File: src/rtl/nibble_serial_adder.sv
// nibble_serial_adder: adds two WIDTH-bit operands one nibble per cycle through an
// external 4-bit ripple-carry adder, LSB nibble first, with valid/ready on both sides.
// Optional subtract mode: define NIBBLE_SERIAL_ADDER_SUB_EN to add the in_sub port.
module nibble_serial_adder #(
    parameter int WIDTH = 16
) (
    input  logic             clk,
    input  logic             rst_n,
    input  logic             in_valid,
    output logic             in_ready,
    input  logic [WIDTH-1:0] in_a,
    input  logic [WIDTH-1:0] in_b,
    input  logic             in_cin,
`ifdef NIBBLE_SERIAL_ADDER_SUB_EN
    input  logic             in_sub,
`endif
    output logic             out_valid,
    input  logic             out_ready,
    output logic [WIDTH-1:0] out_sum,
    output logic             out_cout,
    output logic [3:0]       add_a,
    output logic [3:0]       add_b,
    output logic             add_cin,
    input  logic [3:0]       add_s,
    input  logic             add_cout,
    output logic             busy
);
    localparam int N  = WIDTH / 4;
    localparam int KW = (N > 1) ? $clog2(N) : 1;

    typedef enum logic [1:0] {IDLE, RUN, DONE} state_t;

    state_t           state, state_nx;
    logic [KW-1:0]    k;
    logic [WIDTH-1:0] a_reg, b_reg, sum_reg;
    logic [WIDTH-1:0] a_sh, b_sh, b_in;
    logic             carry_reg, cin_in, last, accept, run;

`ifdef NIBBLE_SERIAL_ADDER_SUB_EN
    // Subtraction is A + ~B + 1; the forced carry-in replaces in_cin.
    assign b_in   = in_sub ? ~in_b : in_b;
    assign cin_in = in_sub | in_cin;
`else
    assign b_in   = in_b;
    assign cin_in = in_cin;
`endif

    assign run       = state == RUN;
    assign last      = k == KW'(N - 1);
    assign in_ready  = rst_n && state == IDLE;
    assign accept    = in_valid && in_ready;
    assign out_valid = state == DONE;
    assign busy      = state != IDLE;
    assign out_sum   = out_valid ? sum_reg : '0;
    assign out_cout  = out_valid & carry_reg;
    assign a_sh      = a_reg >> {k, 2'b00};
    assign b_sh      = b_reg >> {k, 2'b00};
    assign add_a     = run ? a_sh[3:0] : 4'h0;
    assign add_b     = run ? b_sh[3:0] : 4'h0;
    assign add_cin   = run & carry_reg;

    // Next-state logic: accept in IDLE, step through N nibbles, hold until the output handshake.
    always_comb begin
        state_nx = state;
        case (state)
            IDLE:    state_nx = accept ? RUN : IDLE;
            RUN:     state_nx = last ? DONE : RUN;
            DONE:    state_nx = out_ready ? IDLE : DONE;
            default: state_nx = IDLE;
        endcase
    end

    // State register.
    always_ff @(posedge clk or negedge rst_n) begin
        if (!rst_n) state <= IDLE;
        else        state <= state_nx;
    end

    // Datapath: latch operands on accept, then capture one sum nibble and the carry per RUN cycle.
    always_ff @(posedge clk or negedge rst_n) begin
        if (!rst_n) begin
            a_reg     <= '0;
            b_reg     <= '0;
            sum_reg   <= '0;
            carry_reg <= 1'b0;
            k         <= '0;
        end else if (accept) begin
            a_reg     <= in_a;
            b_reg     <= b_in;
            carry_reg <= cin_in;
            k         <= '0;
        end else if (run) begin
            sum_reg[{k, 2'b00} +: 4] <= add_s;
            carry_reg                <= add_cout;
            k                        <= k + 1'b1;
        end
    end
endmodule

File: config.mk
export PLATFORM = sky130hd
export DESIGN_NAME = nibble_serial_adder
export DESIGN_NICKNAME = d
export VERILOG_FILES = /design/src/rtl/nibble_serial_adder.sv
export SDC_FILE = /design/constraint.sdc
export NUM_CORES = 1
export LEC_CHECK = 0
export CAP_MARGIN = 10
export CORE_MARGIN = 2
export CORE_UTILIZATION = 52
export CTS_CLUSTER_DIAMETER = 100
export CTS_CLUSTER_SIZE = 14
export DETAILED_ROUTE_END_ITERATION = 12
export PLACE_DENSITY = 0.85
export SLEW_MARGIN = 15
export SYNTH_ARGS = -nofsm -noshare
export SYNTH_HDL_FRONTEND = slang
export SYNTH_SLANG_ARGS = --single-unit
export TNS_END_PERCENT = 30
File: constraint.sdc
create_clock -name clk -period 3.3 [get_ports clk]
set_input_delay 0.33 -clock clk [delete_from_list [all_inputs] [get_ports clk]]
set_output_delay 0.33 -clock clk [all_outputs]
set_load 0.01 [all_outputs]
==> results.sh, run 1 <==
export IMPL_netlist_top_cells_count="dfrtp_1 (53), mux2_4 (20), and2_1 (16), a22o_1 (14), nor2b_1 (9)"
export IMPL_relSlewSlack_pct=46.4
export IMPL_drt_iter0_markers=81
export IMPL_clk_pin_slew_ns=0.10
export IMPL_final_cells=329
export IMPL_area_growth_pct=31.6
export IMPL_critPathRequiredTime_ns=2.97
export IMPL_worst_clock_skew_ns=0.0140
export IMPL_post_cts_buffers=0
export IMPL_die_h_um=75.5
export IMPL_grt_first_pass_wirelength_mm=8.35
export IMPL_final_nets=306
export IMPL_fin_crit_sh_pct=83.8
export IMPL_fin_util_pct=69.8
export IMPL_ctsResizeCount=0
export IMPL_dieArea_um2=5700
export IMPL_cts_root_buf="clkbuf_8"
export IMPL_mappedNetlistArea_um2=2660
export IMPL_setup_violations_final=0
export IMPL_use_met3_pct=4.76
export IMPL_grtUsageMet1_pct=24.8
export IMPL_timing_setup_tns_ns=0
export IMPL_wl_per_cell_um=15.7
export IMPL_die_width_um=75.5
export IMPL_hold_viol=0
export IMPL_route_detailed_drc=0
export IMPL_max_freq_mhz=362
export IMPL_rsz0062_at_grt="false"
export IMPL_dp_final_hpwl_mm=3.89
export IMPL_drv_slew=0
export IMPL_cts_made_buffers=5
export IMPL_worst_pin_slew_ns=0.805
export IMPL_status="complete, no violations"
export IMPL_drt_total_wl_mm=5.16
export IMPL_placed_cells=320
export IMPL_ys_flop_type="dfrtp_1"
export IMPL_rows=26
export IMPL_detailedRoute_firstPassIterationCount=4
export IMPL_whs_ns=0.442
export IMPL_viasPerCell=5.21
export IMPL_critPathArrivalTime_ns=2.44
export IMPL_ys_async_sr_fraction_pct=100
export IMPL_period_minus_slack_ns=2.77
export IMPL_yosysTopAreaCell="dfrtp_1"
export IMPL_synth_net_count=232
export IMPL_routabilityCongestion=0.806
export IMPL_core_area_um2=5010
export IMPL_synth_most_common_cell="dfrtp_1"
export IMPL_place_ws_ns=0.784
export IMPL_io_pins=71
export IMPL_met2_usage_pct=35.1
export IMPL_port_buffers=70
export IMPL_yosys_warnings=0
export IMPL_grt_usage_pct=20.0
export IMPL_layout_setup_ws_ns=0.534
export IMPL_yosysSeqAreaShare_pct=49.9
export IMPL_peakVddDrop_mv=0.491
export IMPL_end_kind="output port"
export IMPL_postSynthCellCount=184
export IMPL_synth_distinct_cells=30
export IMPL_vias=1713
export IMPL_worst_setup_path_type="register to output port"
export IMPL_synth_edff_count=0
export IMPL_htree_levels=2
export IMPL_path_max_fanout=15
export IMPL_drive_gt1_share_pct=21.2
export IMPL_cts_tree="built"
export IMPL_drv_cap=0
export IMPL_grt_antenna_before_repair=0
export IMPL_diodes=0
export IMPL_overflow=0
export IMPL_synthTopCellsByArea="dfrtp_1 (50%), mux2_4 (11%), mux4_2 (6.8%)"
export IMPL_grt_max_degree=28
export IMPL_min_path_type="input pin to async pin"
export IMPL_p_per_area_nw_per_um2=816
export IMPL_initial_core_util_pct=53.0
export IMPL_grt_pass1_vias=1768
export IMPL_p_leak_nw=1.50
export IMPL_start_kind="register"
export IMPL_clockBufferDepth=2
export IMPL_grt_busiest_layer="met2"
export IMPL_cts_sinks=53
export IMPL_yosys_register_bits=53
export IMPL_hold_buffers=1
export IMPL_syn_area_per_cell_um2=14.4
export IMPL_clock_latency_ns=0.31
export IMPL_ant_nets=0
export IMPL_synth_top_area_share_pct=49.9
==> per-stage QoR <==
step	instance area [um2]	total power (W)
4_1_cts	3490	0.00287
3_5_place_dp	3380	0.00247
3_3_place_gp	3380	0.00242
5_1_grt	3490	0.00303
2_1_floorplan	2660	0.00207
6_report	3490	0.00285
==> routing by layer <==
metal / vias to the layer above / wire (um)
li1: 805 / -
met1: 848 / 2230
met2: 55 / 2650
met3: 5 / 240
met4: 0 / 50
met5: - / 0
==> where the power goes <==
part | switching (W) | internal [W]
logic | 0.000472 | 0.000795
registers | 0.000246 | 0.000945
clock network | 0.000203 | 0.000190
total | 0.000920 | 0.00193
==> placed cells by master, fill, tap and decap left out, types with 2 or more instances in the layout <==
master | Yosys | routed
nor4_2 | 2 | 2
a22o_1 | 14 | 14
nand2_1 | 3 | 3
mux4_2 | 8 | 8
mux2_4 | 20 | 20
mux2_2 | 7 | 7
dfrtp_1 | 53 | 53
o41ai_1 | 2 | 2
nor2_1 | 6 | 6
clkbuf_8 | 0 | 7
inv_1 | 7 | 7
nor2b_1 | 9 | 9
and2_1 | 16 | 16
nand3b_1 | 5 | 5
ha_1 | 6 | 6
mux2i_1 | 2 | 2
mux2_1 | 5 | 5
clkdlybuf4s50_1 | 0 | 69
buf_4 | 0 | 5
a21oi_1 | 2 | 2
==> final cells by class <==
cell class                      instances  area (um2)
Inverter                                7        26.3
Clock inverter                          1        5.00
Clock buffer                            7        96.3
Fill cell                             365        1520
Sequential cell                        53        1330
Tap cell                               70        87.6
Timing Repair Buffer                   76         743
Multi-Input combinational cell        115        1210
==> critical path, cell delays in order (launching register included) <==
cell,delay [ns]
dfrtp_1,0.87
mux4_2,0.59
nor2b_1,0.16
clkdlybuf4s50_1,0.51
==> logic make-up (layout without fill, tap and decap cells) <==
group                    after synthesis  in the layout  share of synthesized area [%]
AO/OA/AOI/OAI                         20             20                           6.08
XOR/XNOR                               1              1                          0.330
adder cells (fa/ha/maj)                6              6                           2.83
buffers and inverters                 16             91                           4.85
flip-flops                            53             53                           49.9
multiplexers                          42             42                           23.9
AND/OR/NAND/NOR                       46             46                           12.1
==> final timing paths <==
kind	start	endpoint	slack, ns	cells after the start
max reg2reg	k[0]	sum_reg[9]	0.80	5
max	k[0]	add_b[0]	0.53	3
min	rst_n	sum_reg[12]	0.44	2
min reg2reg	a_reg[14]	a_reg[14]	0.48	1
max in group asynchronous	rst_n	a_reg[7]	2.19	3
min in group clk	a_reg[14]	a_reg[14]	0.48	1
Note: power is estimated with default switching activity, not from simulation.
==> run 2: changes to the inputs <==
CORE_UTILIZATION = 44   (was 52)
PLACE_DENSITY = 0.77   (was 0.85)
clock period = 2.36 ns   (was 3.3 ns; I/O delays follow)
==> run 2 against run 1 <==
  * Clock power up 39%
  * Wire length is 1.3% higher
  * Combinational power increased by 52%
  * Critical path type unchanged
  * Critical endpoint is now add_b[3]
==> results.sh, run 2 (same netlist as run 1, synthesis figures left out) <==
export IMPL_status="complete, no violations"
export IMPL_start_kind="register"
export IMPL_period_minus_slack_ns=2.22
export IMPL_relSlewSlack_pct=70.7
export IMPL_worst_clock_skew_ns=0.00280
export IMPL_rsz0062_at_grt="false"
export IMPL_final_common_cell="clkdlybuf4s50_1"
export IMPL_rows=28
export IMPL_peakVddDrop_mv=0.608
export IMPL_worst_pin_slew_ns=0.439
export IMPL_p_leak_nw=1.53
export IMPL_cts_root_buf="clkbuf_8"
export IMPL_n_fill_cell=484
export IMPL_diodes=0
export IMPL_setup_violations_final=0
export IMPL_grt_usage_pct=17.5
export IMPL_grt_antenna_before_repair=0
export IMPL_wl_per_cell_um=15.4
export IMPL_path_max_fanout=8
export IMPL_htree_levels=2
export IMPL_final_seq_area_um2=1330
export IMPL_initial_core_util_pct=45.1
export IMPL_critPathRequiredTime_ns=2.12
export IMPL_min_path_type="input pin to async pin"
export IMPL_detailedRoute_firstPassIterationCount=4
export IMPL_post_cts_buffers=0
export IMPL_cts_sinks=53
export IMPL_whs_ns=0.354
export IMPL_cts_tree="built"
export IMPL_area_growth_pct=33.5
export IMPL_top_layer="met4"
export IMPL_met1_length_mm=2.35
export IMPL_final_nets=312
export IMPL_met2WireLength_mm=2.60
export IMPL_pwr_share_clk_pct=13.4
export IMPL_clock_latency_ns=0.30
export IMPL_critPathArrivalTime_ns=1.98
export IMPL_core_area_um2=5890
export IMPL_drv_slew=0
export IMPL_route_detailed_drc=0
export IMPL_viasPerCell=5.08
export IMPL_p_switching_w=0.00129
export IMPL_internal_power_w=0.00277
export IMPL_fin_crit_sh_pct=94.1
export IMPL_clockBufferDepth=2
export IMPL_layout_common_cells="clkdlybuf4s50_1 (69), dfrtp_1 (53), mux2_4 (20), and2_1 (16), a22o_1 (14)"
export IMPL_combPwrFrac_pct=47.7
export IMPL_multi_input_area_um2=1210
export IMPL_worst_setup_path_type="register to output port"
export IMPL_drive_gt1_share_pct=23.0
export IMPL_wl_met3_um=240
export IMPL_cts_made_buffers=5
export IMPL_hold_viol=0
export IMPL_port_buffers=70
export IMPL_grt_max_degree=26
export IMPL_clk_pin_slew_ns=0.09
export IMPL_overflow=0
export IMPL_drt_total_wl_mm=5.23
export IMPL_dp_final_hpwl_mm=3.98
export IMPL_io_pins=71
export IMPL_grt_pass1_vias=1747
export IMPL_p_per_area_nw_per_um2=1140
export IMPL_timing_setup_tns_ns=0
export IMPL_routabilityCongestion=0.773
export IMPL_p_sw_share_pct=31.8
export IMPL_grt_first_pass_wirelength_mm=8.55
export IMPL_seqPwrFrac_pct=38.9
export IMPL_die_h_um=81.7
export IMPL_ctsResizeCount=0
export IMPL_vias=1726
export IMPL_drt_iter0_markers=89
export IMPL_die_width_um=81.7
export IMPL_max_freq_mhz=450
export IMPL_dieArea_um2=6670
export IMPL_ant_nets=0
export IMPL_end_kind="output port"
export IMPL_drv_cap=0
## run 2: cell count changes in the layout (fill, tap and decap cells not counted)
cell | before | now
buf_4 | 5 | 11
## run 2: area by class of cell
| cell class | instances | area share, % |
|---|---|---|
| Timing Repair Buffer | 82 | 22.2 |
| Sequential cell | 53 | 37.4 |
| Clock buffer | 7 | 2.72 |
| Clock inverter | 1 | 0.141 |
| Tap cell | 75 | 2.65 |
| Multi-Input combinational cell | 115 | 34.1 |
| Inverter | 7 | 0.741 |
## run 2: routing by layer
metal  GRT usage [%]  up-vias
met4            6.33        0
li1                -      818
met5               0        -
met2            28.5       46
met1            23.0      857
met3            3.85        5
## run 2: power groups by stage
stage | sequential, W | combinational (W) | clock, W
finish | 0.00158 | 0.00193 | 0.000543
global route | 0.00163 | 0.00211 | 0.000600
CTS | 0.00158 | 0.00196 | 0.000563
detailed placement | 0.00160 | 0.00195 | 0
global placement | 0.00158 | 0.00190 | 0
floorplan | 0.00150 | 0.00140 | 0
## run 2: repair_timing
| item | CTS | global route |
|---|---|---|
| setup endpoints to repair | 0 | 0 |
| hold endpoints to repair | 10 | 0 |
| hold buffers | 1 | 0 |
## run 2: path summary, 6_finish.rpt
| kind | startpoint | endpoint | slack, ns | cells after the start |
|---|---|---|---|---|
| min in group clk | in_cin | carry_reg | 0.49 | 3 |
| worst min register to register | a_reg[10] | a_reg[10] | 0.49 | 1 |
| max in group asynchronous | rst_n | sum_reg[4] | 1.38 | 3 |
| worst min-delay path | rst_n | a_reg[8] | 0.35 | 2 |
| worst max register to register | k[1] | sum_reg[10] | 0.38 | 5 |
| worst max-delay path | k[1] | add_b[3] | 0.14 | 4 |
## run 2: critical path: stages (launching register included)
cell and delay, ns:
dfrtp_1 0.53, buf_4 0.23, mux4_2 0.30, nor2b_1 0.15
clkdlybuf4s50_1 0.48
## run 2: stage by stage
stage | power, W | setup WS (ns) | cell area, um2 | std cells | util, %
floorplan | 0.00290 | 0.429 | 2660 | 184 | -
global placement | 0.00348 | 0.478 | 3430 | 331 | 58.4
detailed placement | 0.00355 | 0.376 | 3430 | 331 | 58.4
CTS | 0.00411 | 0.111 | 3550 | 340 | 60.2
global route | 0.00435 | 0.0240 | 3550 | 340 | 60.2
finish | 0.00405 | 0.139 | 3550 | 340 | 60.2
